### config.mk
export PLATFORM = sky130hd
export DESIGN_NAME = vec_seq_control_unit
export DESIGN_NICKNAME = d
export VERILOG_FILES = /design/src/rtl/vec_seq_control_unit.sv
export SDC_FILE = /design/constraint.sdc
export NUM_CORES = 1
export LEC_CHECK = 0
export ABC_AREA = 1
export CORE_UTILIZATION = 43
export CTS_CLUSTER_DIAMETER = 100
export DETAILED_ROUTE_END_ITERATION = 6
export GPL_ROUTABILITY_DRIVEN = 0
export HOLD_SLACK_MARGIN = 0.08
export MAX_ROUTING_LAYER = met4
export PLACE_DENSITY_LB_ADDON = 0.15
export SYNTH_ARGS = -nofsm -noshare
export SYNTH_HDL_FRONTEND = slang
export SYNTH_SLANG_ARGS = --single-unit
export TNS_END_PERCENT = 1
### constraint.sdc
create_clock -name clk -period 1.2 [get_ports clk]
set_input_delay 0.12 -clock clk [delete_from_list [all_inputs] [get_ports clk]]
set_output_delay 0.12 -clock clk [all_outputs]
set_load 0.005 [all_outputs]
### src/rtl/vec_seq_control_unit.sv
// Vector-aware control unit: decodes an instruction into registered micro-op controls
// and replays vector instructions as VLEN/LANES beats. Define VEC_SEQ_MASK_EN for per-lane masking.
module vec_seq_control_unit #(
   parameter int VLEN  = 8,
   parameter int LANES = 2,
   localparam int BEATS = VLEN / LANES,
   localparam int BW    = (BEATS > 1) ? $clog2(BEATS) : 1
) (
   input  logic             clk,
   input  logic             rst,
   input  logic             instr_valid,
   output logic             instr_ready,
   input  logic [2:0]       op,
   input  logic [2:0]       func3,
   input  logic [10:0]      func11,
`ifdef VEC_SEQ_MASK_EN
   input  logic [VLEN-1:0]  vmask,
`endif
   input  logic             stall_in,
   output logic             uop_valid,
   output logic             reg_write,
   output logic             mem_write,
   output logic             mem_read,
   output logic             jump,
   output logic             jump_cond,
   output logic             alu_src_op1,
   output logic             alu_src_op2,
   output logic             pc_target_src,
   output logic             vector_op,
   output logic [2:0]       jump_cond_type,
   output logic [3:0]       alu_control,
   output logic [3:0]       imm_src,
   output logic [1:0]       result_src,
   output logic [BW-1:0]    beat_idx,
   output logic [LANES-1:0] lane_mask,
   output logic             last_beat,
   output logic             illegal_op
);

   localparam logic [BW-1:0] IDX_LAST = BW'(BEATS - 1);
   localparam logic [BW-1:0] IDX_PEN  = BW'((BEATS > 1) ? (BEATS - 2) : 0);

   typedef enum logic {S_IDLE, S_VEC} state_t;

   typedef struct packed {
      logic       reg_write;
      logic       mem_write;
      logic       mem_read;
      logic       jump;
      logic       jump_cond;
      logic       alu_src_op1;
      logic       alu_src_op2;
      logic       pc_target_src;
      logic       vector_op;
      logic [2:0] jump_cond_type;
      logic [3:0] alu_control;
      logic [3:0] imm_src;
      logic [1:0] result_src;
      logic       illegal_op;
   } dec_t;

   function automatic logic [LANES-1:0] lane_slice(input logic [VLEN-1:0] m, input logic [BW-1:0] k);
      return m[int'(k) * LANES +: LANES];
   endfunction

   state_t           r_state, w_state_nxt;
   dec_t             r_dec, w_dec;
   logic             r_uop_valid;
   logic [BW-1:0]    r_beat_idx;
   logic [LANES-1:0] r_lane_mask;
   logic             r_last_beat;
   logic [VLEN-1:0]  r_vmask;
   logic [VLEN-1:0]  w_vmask;
   logic [BW-1:0]    w_idx_nxt;
   logic             w_legal, w_accept, w_retire, w_adv;
   logic             w_unused_func11;

`ifdef VEC_SEQ_MASK_EN
   assign w_vmask = vmask;
`else
   assign w_vmask = {VLEN{1'b1}};
`endif

   assign w_unused_func11 = ^func11[10:1];

   always_comb begin
      w_dec                = '0;
      w_legal              = ~((op == 3'b100) | (op == 3'b111));
      w_dec.illegal_op     = ~w_legal;
      w_dec.reg_write      = (op[1:0] != 2'b10) & w_legal;
      w_dec.mem_write      = (op == 3'b010);
      w_dec.mem_read       = (op == 3'b101) & ((func3 == 3'b000) | (func3 == 3'b100));
      w_dec.jump_cond      = (op == 3'b110);
      w_dec.jump_cond_type = func3;
      w_dec.jump           = ((op == 3'b011) | (op == 3'b101)) & (func3 == 3'b010);
      w_dec.alu_src_op1    = (op != 3'b011);
      w_dec.alu_src_op2    = (op != 3'b000) & (op != 3'b110);
      w_dec.pc_target_src  = (op == 3'b101);
      w_dec.vector_op      = ((op == 3'b010) | (op == 3'b101)) & (func3 == 3'b100);
      case (op)
         3'b000:  w_dec.alu_control = {func11[0], func3};
         3'b001:  w_dec.alu_control = {1'b0, func3};
         3'b110:  w_dec.alu_control = 4'b0001;
         default: w_dec.alu_control = 4'b0000;
      endcase
      case (op)
         3'b001:  w_dec.imm_src = ((func3 == 3'b101) | (func3 == 3'b110)) ? 4'b0001 : 4'b0000;
         3'b010:  w_dec.imm_src = 4'b0100;
         3'b011:  w_dec.imm_src = (func3 == 3'b001) ? 4'b1110 : 4'b1100;
         3'b110:  w_dec.imm_src = 4'b1000;
         default: w_dec.imm_src = 4'b0000;
      endcase
      if ((op == 3'b011) && (func3 == 3'b010))
         w_dec.result_src = 2'b10;
      else if (w_dec.mem_read)
         w_dec.result_src = 2'b01;
   end

   // A skipped (empty-mask) beat advances on its own; a live beat only on retire.
   assign instr_ready = (~r_uop_valid | ~stall_in) & ((r_state == S_IDLE) | r_last_beat);
   assign w_accept    = instr_valid & instr_ready;
   assign w_retire    = r_uop_valid & ~stall_in;
   assign w_adv       = (r_state == S_VEC) & (~r_uop_valid | ~stall_in);
   assign w_idx_nxt   = r_beat_idx + BW'(1);

   always_ff @(posedge clk or posedge rst) begin
      if (rst) r_state <= S_IDLE;
      else     r_state <= w_state_nxt;
   end

   always_comb begin
      w_state_nxt = r_state;
      case (r_state)
         S_IDLE:  if (w_accept && w_dec.vector_op && (BEATS > 1)) w_state_nxt = S_VEC;
         S_VEC:   if (w_adv && (r_beat_idx == IDX_PEN)) w_state_nxt = S_IDLE;
         default: w_state_nxt = S_IDLE;
      endcase
   end

   always_ff @(posedge clk or posedge rst) begin
      if (rst) begin
         r_dec       <= '0;
         r_uop_valid <= 1'b0;
         r_beat_idx  <= '0;
         r_lane_mask <= '0;
         r_last_beat <= 1'b0;
         r_vmask     <= '0;
      end else if (w_accept) begin
         r_dec      <= w_dec;
         r_beat_idx <= '0;
         r_vmask    <= w_vmask;
         if (w_dec.vector_op) begin
            r_lane_mask <= lane_slice(w_vmask, '0);
            r_uop_valid <= |lane_slice(w_vmask, '0);
            r_last_beat <= (BEATS == 1);
         end else begin
            r_lane_mask <= '1;
            r_uop_valid <= 1'b1;
            r_last_beat <= 1'b1;
         end
      end else if (w_adv) begin
         r_beat_idx  <= w_idx_nxt;
         r_lane_mask <= lane_slice(r_vmask, w_idx_nxt);
         r_uop_valid <= |lane_slice(r_vmask, w_idx_nxt);
         r_last_beat <= (w_idx_nxt == IDX_LAST);
      end else if (w_retire) begin
         r_uop_valid <= 1'b0;
      end
   end

   assign uop_valid      = r_uop_valid;
   assign reg_write      = r_dec.reg_write;
   assign mem_write      = r_dec.mem_write;
   assign mem_read       = r_dec.mem_read;
   assign jump           = r_dec.jump;
   assign jump_cond      = r_dec.jump_cond;
   assign alu_src_op1    = r_dec.alu_src_op1;
   assign alu_src_op2    = r_dec.alu_src_op2;
   assign pc_target_src  = r_dec.pc_target_src;
   assign vector_op      = r_dec.vector_op;
   assign jump_cond_type = r_dec.jump_cond_type;
   assign alu_control    = r_dec.alu_control;
   assign imm_src        = r_dec.imm_src;
   assign result_src     = r_dec.result_src;
   assign illegal_op     = r_dec.illegal_op;
   assign beat_idx       = r_beat_idx;
   assign lane_mask      = r_lane_mask;
   assign last_beat      = r_last_beat;

endmodule

==> results.toml, run 1 <==
[global_routing]
top_usage_layer = "met2"
grt_overflow = 0
gr-usage-met2 = 0.335
grt_antenna_before_repair = 0
grt_pass1_wl_mm = 5.22
use_met1 = 0.263
grtUsageTotal = 0.216
use_met3 = 0.0558
grt_pass1_vias = 1195
grt_max_degree = 31

[setup_path]
criticalPathCategory = "flop to flop"
r2r_setup_slack_ns = -0.04
cp_data_required_time_ns = 1.42
cp_max_fo = 7
critPathLaunch = "r_state"
reg2reg_to = "beat_idx[0]"
rr_startpoint = "r_state"
worst_ep_arrival_time_ns = 1.46
cp-start-kind = "flop"
reg2reg_depth = 7
end_kind = "flop"

[layout]
finalNonFillerCells = 258
antenna_cells = 0
fin_nets = 248
final_layout_size_suffix_gt1_frac = 0.256
syn_to_final_growth_pct = 55.6
n_fill_cell = 237
multi_input_area_um2 = 513
regArea_um2 = 751

[clock_network]
path_clk_slew_ns = 0.09
cts_tree = "yes"
clk-insertion-delay-late_ns = 0.33
numCtsBuffers = 5
root_buffer = "clkbuf_4"
cts_max_level = 2
clock_sinks = 30
clock_path_buffers = 2
hold_buffers = 0

[synthesis]
synth_top_cell_by_area = "dfrtp_1"
synthSimpleGateAreaFrac = 0.264
synth_xor_area_frac = 0
syn_area_mm2 = 0.00134
synth-adder-area-share = 0.00935
postSynthAreaPerCell_um2 = 8.47
synth_top_area_share = 0.561
synth_compound_area_frac = 0.0785
ys_top_cells_by_area = "dfrtp_1 56%, nand2_1 17%, inv_1 4.5%"
ys_types = 20
syn_nets = 180
yosysSeqAreaShare = 0.561
synth_warnings = 0
synthMuxAreaShare = 0
syn_inst = 158
synth_top_family_by_area = "simple AND/OR/NAND/NOR gates"
ys_ff_latch = 30

[run]
drv_cap = 0

[power]
swShare = 0.327
switching_power_w = 0.00124
power_density_mw_per_mm2 = 1810
seqPwrFrac = 0.388
clockPowerShare = 0.197
peakVddDrop_mv = 1.12
p_int_w = 0.00254
comb_power_share = 0.415
leakage_nw = 1.17

[timing]
fin_ws_ns = -0.0398
fin_crit_sh = 1.03
finalCriticalPeriod_ns = 1.24
max_freq_mhz = 807
clock_skew_ns = 0.00192
rsz0062_at_grt = "true"
worstMarginPinSlew_ns = 0.246
relSlewSlack = 0.834
whs_ns = 0.111
final_hold_viol_count = 0
setup_viol_count_final = 15
finalMaxSlewViolations = 0
fin_setup_tns_ns = -0.385

[detailed_routing]
drc = 1
ant_nets = 0
vias = 1273
avgViaCountPerCell = 4.93
dr.pass1.iters = 6
drt_wl_total_mm = 3.29
drtIter0Drc = 59
wl_per_cell_um = 12.7

[die]
die-area_mm2 = 0.00334
start_util = 0.469
die_x_um = 57.8
ios = 51
rows = 19
fp.dieH_um = 57.8
core_region_area_mm2 = 0.00285

[placement]
placed_cells = 246
io_buffers = 40
hpwl_mm = 2.19

[run_status]
status = "complete, but fails checks"
violations = "DRC, setup timing"

[worst_hold_path]
hp-class = "input pin to asynchronous set/reset pin"
==> power by group through the flow <==
stage | clock, W | sequential [W] | combinational (W)
after floorplan | 0 | 0.00150 | 0.000622
after global placement | 0 | 0.00146 | 0.00154
after detailed placement | 0 | 0.00147 | 0.00156
after CTS | 0.000764 | 0.00145 | 0.00141
after global routing | 0.000797 | 0.00150 | 0.00173
final | 0.000744 | 0.00147 | 0.00157
==> area by class of cell <==
cell class              instances  area share
clock buffers                   8      0.0378
inverters                      18      0.0324
multi-input cells             105       0.246
flip-flops and latches         30       0.360
well taps                      31      0.0186
repair buffers                 66       0.305
==> worst max-delay path by stage <==
stage | to | slack (ns) | cells past startpoint
6_report | beat_idx[0] | -0.04 | 7
5_1_grt | alu_control[0] | -0.08 | 7
4_1_cts | instr_ready | -0.15 | 5
3_5_place_dp | instr_ready | -0.22 | 5
3_3_place_gp | instr_ready | -0.19 | 5
2_1_floorplan | imm_src[3] | 0.12 | 6
==> sequential cells by signal, indices dropped and copies added, names as in the netlist, 2 cells and up <==
register	flops
alu_control	4
imm_src	4
jump_cond_type	3
beat_idx	2
result_src	2
==> cell usage in the layout, fill, tap and decap left out, drive strengths merged <==
cell type       n
nand4           1
nand2          62
dfrtp          30
a21oi           2
dlygate4sd2    28
inv            18
nand3          11
o211a           1
clkdlybuf4s50  10
ha              1
buf            24
nor2           10
o21ai          17
clkbuf         12
==> routing by layer <==
layer	vias up	share of wire
met5	-	0
met3	8	0.058
met1	597	0.43
met4	0	0.019
met2	33	0.49
li1	635	-
==> worst max-delay path, stage by stage (launching register included) <==
cell	delay (ns)
dfrtp_1	0.40
nand2_2	0.10
buf_6	0.11
nand3_4	0.12
buf_12	0.17
buf_4	0.13
nand3_1	0.05
o21ai_1	0.06
==> synth_stat cells <==
library cell	count
nand2_1	59
dfrtp_1	30
inv_1	16
o21ai_0	11
nand3_1	10
nor2_1	8
o21ai_1	6
nand2_2	3
a21oi_1	2
buf_2	2
inv_2	2
buf_12	1
buf_4	1
buf_6	1
ha_1	1
nand3_2	1
nand4_1	1
nor2_2	1
nor2_4	1
o211a_1	1
==> stage by stage <==
step           power [W]  cell area [um2]   util  setup slack (ns)
4_1_cts          0.00363             2000  0.701            -0.147
3_5_place_dp     0.00304             1930  0.677            -0.218
5_1_grt          0.00403             2080  0.730           -0.0833
6_report         0.00378             2080  0.730           -0.0398
2_1_floorplan    0.00212             1340      -             0.123
3_3_place_gp     0.00300             1930  0.677            -0.194
==> cell families after synthesis <==
logic type	after synthesis
simple gates	84
buf+inv	23
compound gates	20
flops	30
fa+ha+maj	1
==> timing repair <==
item | CTS | global route
cloned | 0 | 2
setup endpoints to repair | 31 | 23
gates resized for setup | 33 | 23
pin swaps | 2 | 6
buffers inserted | 2 | 0
Note: power is estimated with default switching activity, not from simulation.
==> run 2: changes to the inputs <==
--- a/config.mk
+++ b/config.mk
@@ -6,6 +6,7 @@
 export NUM_CORES = 1
 export LEC_CHECK = 0
 export ABC_AREA = 1
+export CAP_MARGIN = 40
 export CORE_UTILIZATION = 43
 export CTS_CLUSTER_DIAMETER = 100
 export DETAILED_ROUTE_END_ITERATION = 6
==> results of run 2 <==
Final layout, timing and power as in run 1 (identical DEF).
==> run 3: changes to the inputs <==
--- a/config.mk
+++ b/config.mk
@@ -7,13 +7,14 @@
 export LEC_CHECK = 0
 export ABC_AREA = 1
 export CAP_MARGIN = 40
+export CORE_ASPECT_RATIO = 0.8
 export CORE_UTILIZATION = 43
 export CTS_CLUSTER_DIAMETER = 100
 export DETAILED_ROUTE_END_ITERATION = 6
 export GPL_ROUTABILITY_DRIVEN = 0
 export HOLD_SLACK_MARGIN = 0.08
 export MAX_ROUTING_LAYER = met4
-export PLACE_DENSITY_LB_ADDON = 0.15
+export PLACE_DENSITY = 0.83
 export SYNTH_ARGS = -nofsm -noshare
 export SYNTH_HDL_FRONTEND = slang
 export SYNTH_SLANG_ARGS = --single-unit
==> results.toml, run 3 (synthesized netlist as in run 1, its figures left out) <==
[power]
leakage_nw = 1.16
power_density_mw_per_mm2 = 1960
peakVddDrop_mv = 1.52

[setup_path]
rr_startpoint = "r_state"
cp_data_required_time_ns = 1.43
cp-start-kind = "flop"
criticalPathCategory = "flop to flop"
r2r_setup_slack_ns = -0.04
reg2reg_depth = 7
cp_max_fo = 5
cp_top_family = "simple AND/OR/NAND/NOR gates"
cpPeakStageDelay_ns = 0.40
worst_ep_arrival_time_ns = 1.47
critPathBufInv = 2
reg2reg_to = "alu_control[0]"
path_cells = "nand2_2, nand2_2, buf_6, nor2_4, buf_6, nand3_1, nand2_1"
slowest_stage = "dfrtp_1"
end_kind = "flop"

[detailed_routing]
vias = 1286
drtIter0Drc = 36
ant_nets = 0
drt_wl_total_mm = 3.64
dr.pass1.iters = 6
avgViaCountPerCell = 4.87
wl_per_cell_um = 13.8
drc = 0

[global_routing]
grt_antenna_before_repair = 0
grtUsageTotal = 0.240
gr-usage-met2 = 0.382
grt_pass1_wl_mm = 5.61
grt_max_degree = 31
use_met3 = 0.0746
grt_overflow = 0
top_usage_layer = "met2"
grt_pass1_vias = 1249
use_met1 = 0.290

[layout]
post-route-util = 0.726
fin_nets = 248
layout_common_cells = "55 x nand2_1, 30 x dfrtp_1, 28 x dlygate4sd2_1"
n_fill_cell = 223
antenna_cells = 0
syn_to_final_growth_pct = 54.6
final_layout_size_suffix_gt1_frac = 0.221
layout_commonest_cell = "nand2_1"

[die]
fp.dieH_um = 51.9
core_region_area_mm2 = 0.00285
die_x_um = 64.4
rows = 17
ios = 51
die-area_mm2 = 0.00334
start_util = 0.470

[timing]
finalMaxSlewViolations = 0
relSlewSlack = 0.844
fin_setup_tns_ns = -0.0564
final_hold_viol_count = 0
worstMarginPinSlew_ns = 0.232
setup_viol_count_final = 3
rsz0062_at_grt = "true"
fin_ws_ns = -0.0399
clock_skew_ns = 0.00653
fin_crit_sh = 1.03
finalCriticalPeriod_ns = 1.24
max_freq_mhz = 807

[placement]
io_buffers = 40
hpwl_mm = 2.52

[clock_network]
numCtsBuffers = 5
path_clk_slew_ns = 0.07
clock_path_buffers = 2
clock_sinks = 30
cts_tree = "yes"
hold_buffers = 0
cts_max_level = 2
root_buffer = "clkbuf_8"
clk-insertion-delay-late_ns = 0.29

[worst_hold_path]
hp-class = "input pin to asynchronous set/reset pin"

[run_status]
violations = "setup timing"
status = "complete, but fails checks"

[run]
drv_cap = 0
## run 3: cell type report
type	count	area, um2	share of cell area
clock buffer	6	82.6	0.0399
multi-input combinational	106	514	0.248
tap	38	47.5	0.0230
clock inverter	1	30.0	0.0145
sequential	30	751	0.363
inverter	18	67.6	0.0326
timing repair buffer	65	577	0.279
## run 3: worst max path at each step
stage,from,endpoint,slack [ns],cells after the start
2_1_floorplan,uop_valid,imm_src[3],0.12,6
3_3_place_gp,stall_in,instr_ready,-0.16,5
3_5_place_dp,stall_in,last_beat,-0.26,8
4_1_cts,last_beat,instr_ready,-0.04,5
5_1_grt,r_state,alu_control[0],-0.09,7
6_report,r_state,alu_control[0],-0.04,7
## run 3: per-stage QoR
step	cells	total power [W]	cell area, um2	hold slack [ns]	worst slack, ns
finish	264	0.00406	2070	0.193	-0.0399
global route	264	0.00428	2070	0.211	-0.0921
CTS	263	0.00394	2030	0.207	-0.0448
detailed placement	254	0.00304	1920	0.439	-0.259
global placement	254	0.00297	1920	0.435	-0.161
floorplan	158	0.00212	1340	0.211	0.123
## run 3: worst register-to-register path: stages, from the launching register on
cell	delay, ns
dfrtp_1	0.40
nand2_2	0.11
nand2_2	0.07
buf_6	0.13
nor2_4	0.18
buf_6	0.12
nand3_1	0.08
nand2_1	0.08
## run 3: timing repair
action,4_1_cts,5_1_grt
endpoints found under the setup margin,45,26
resized for setup,34,16
gates cloned,0,1
buffers inserted,2,0
pin swaps,3,4
## run 3: routing by layer
metal  vias to the layer above  wire length, um
li1                        629                -
met1                       599             1560
met2                        48             1800
met3                        10              201
met4                         0               81
met5                         -                0
## run 3: where the power goes
part	total, W	leakage [nW]	switching, W	internal [W]
sequential	0.00147	0.382	0.000173	0.00130
clock	0.00105	0.0573	0.000382	0.000663
combinational	0.00154	0.716	0.000752	0.000787
total	0.00406	1.16	0.00131	0.00275
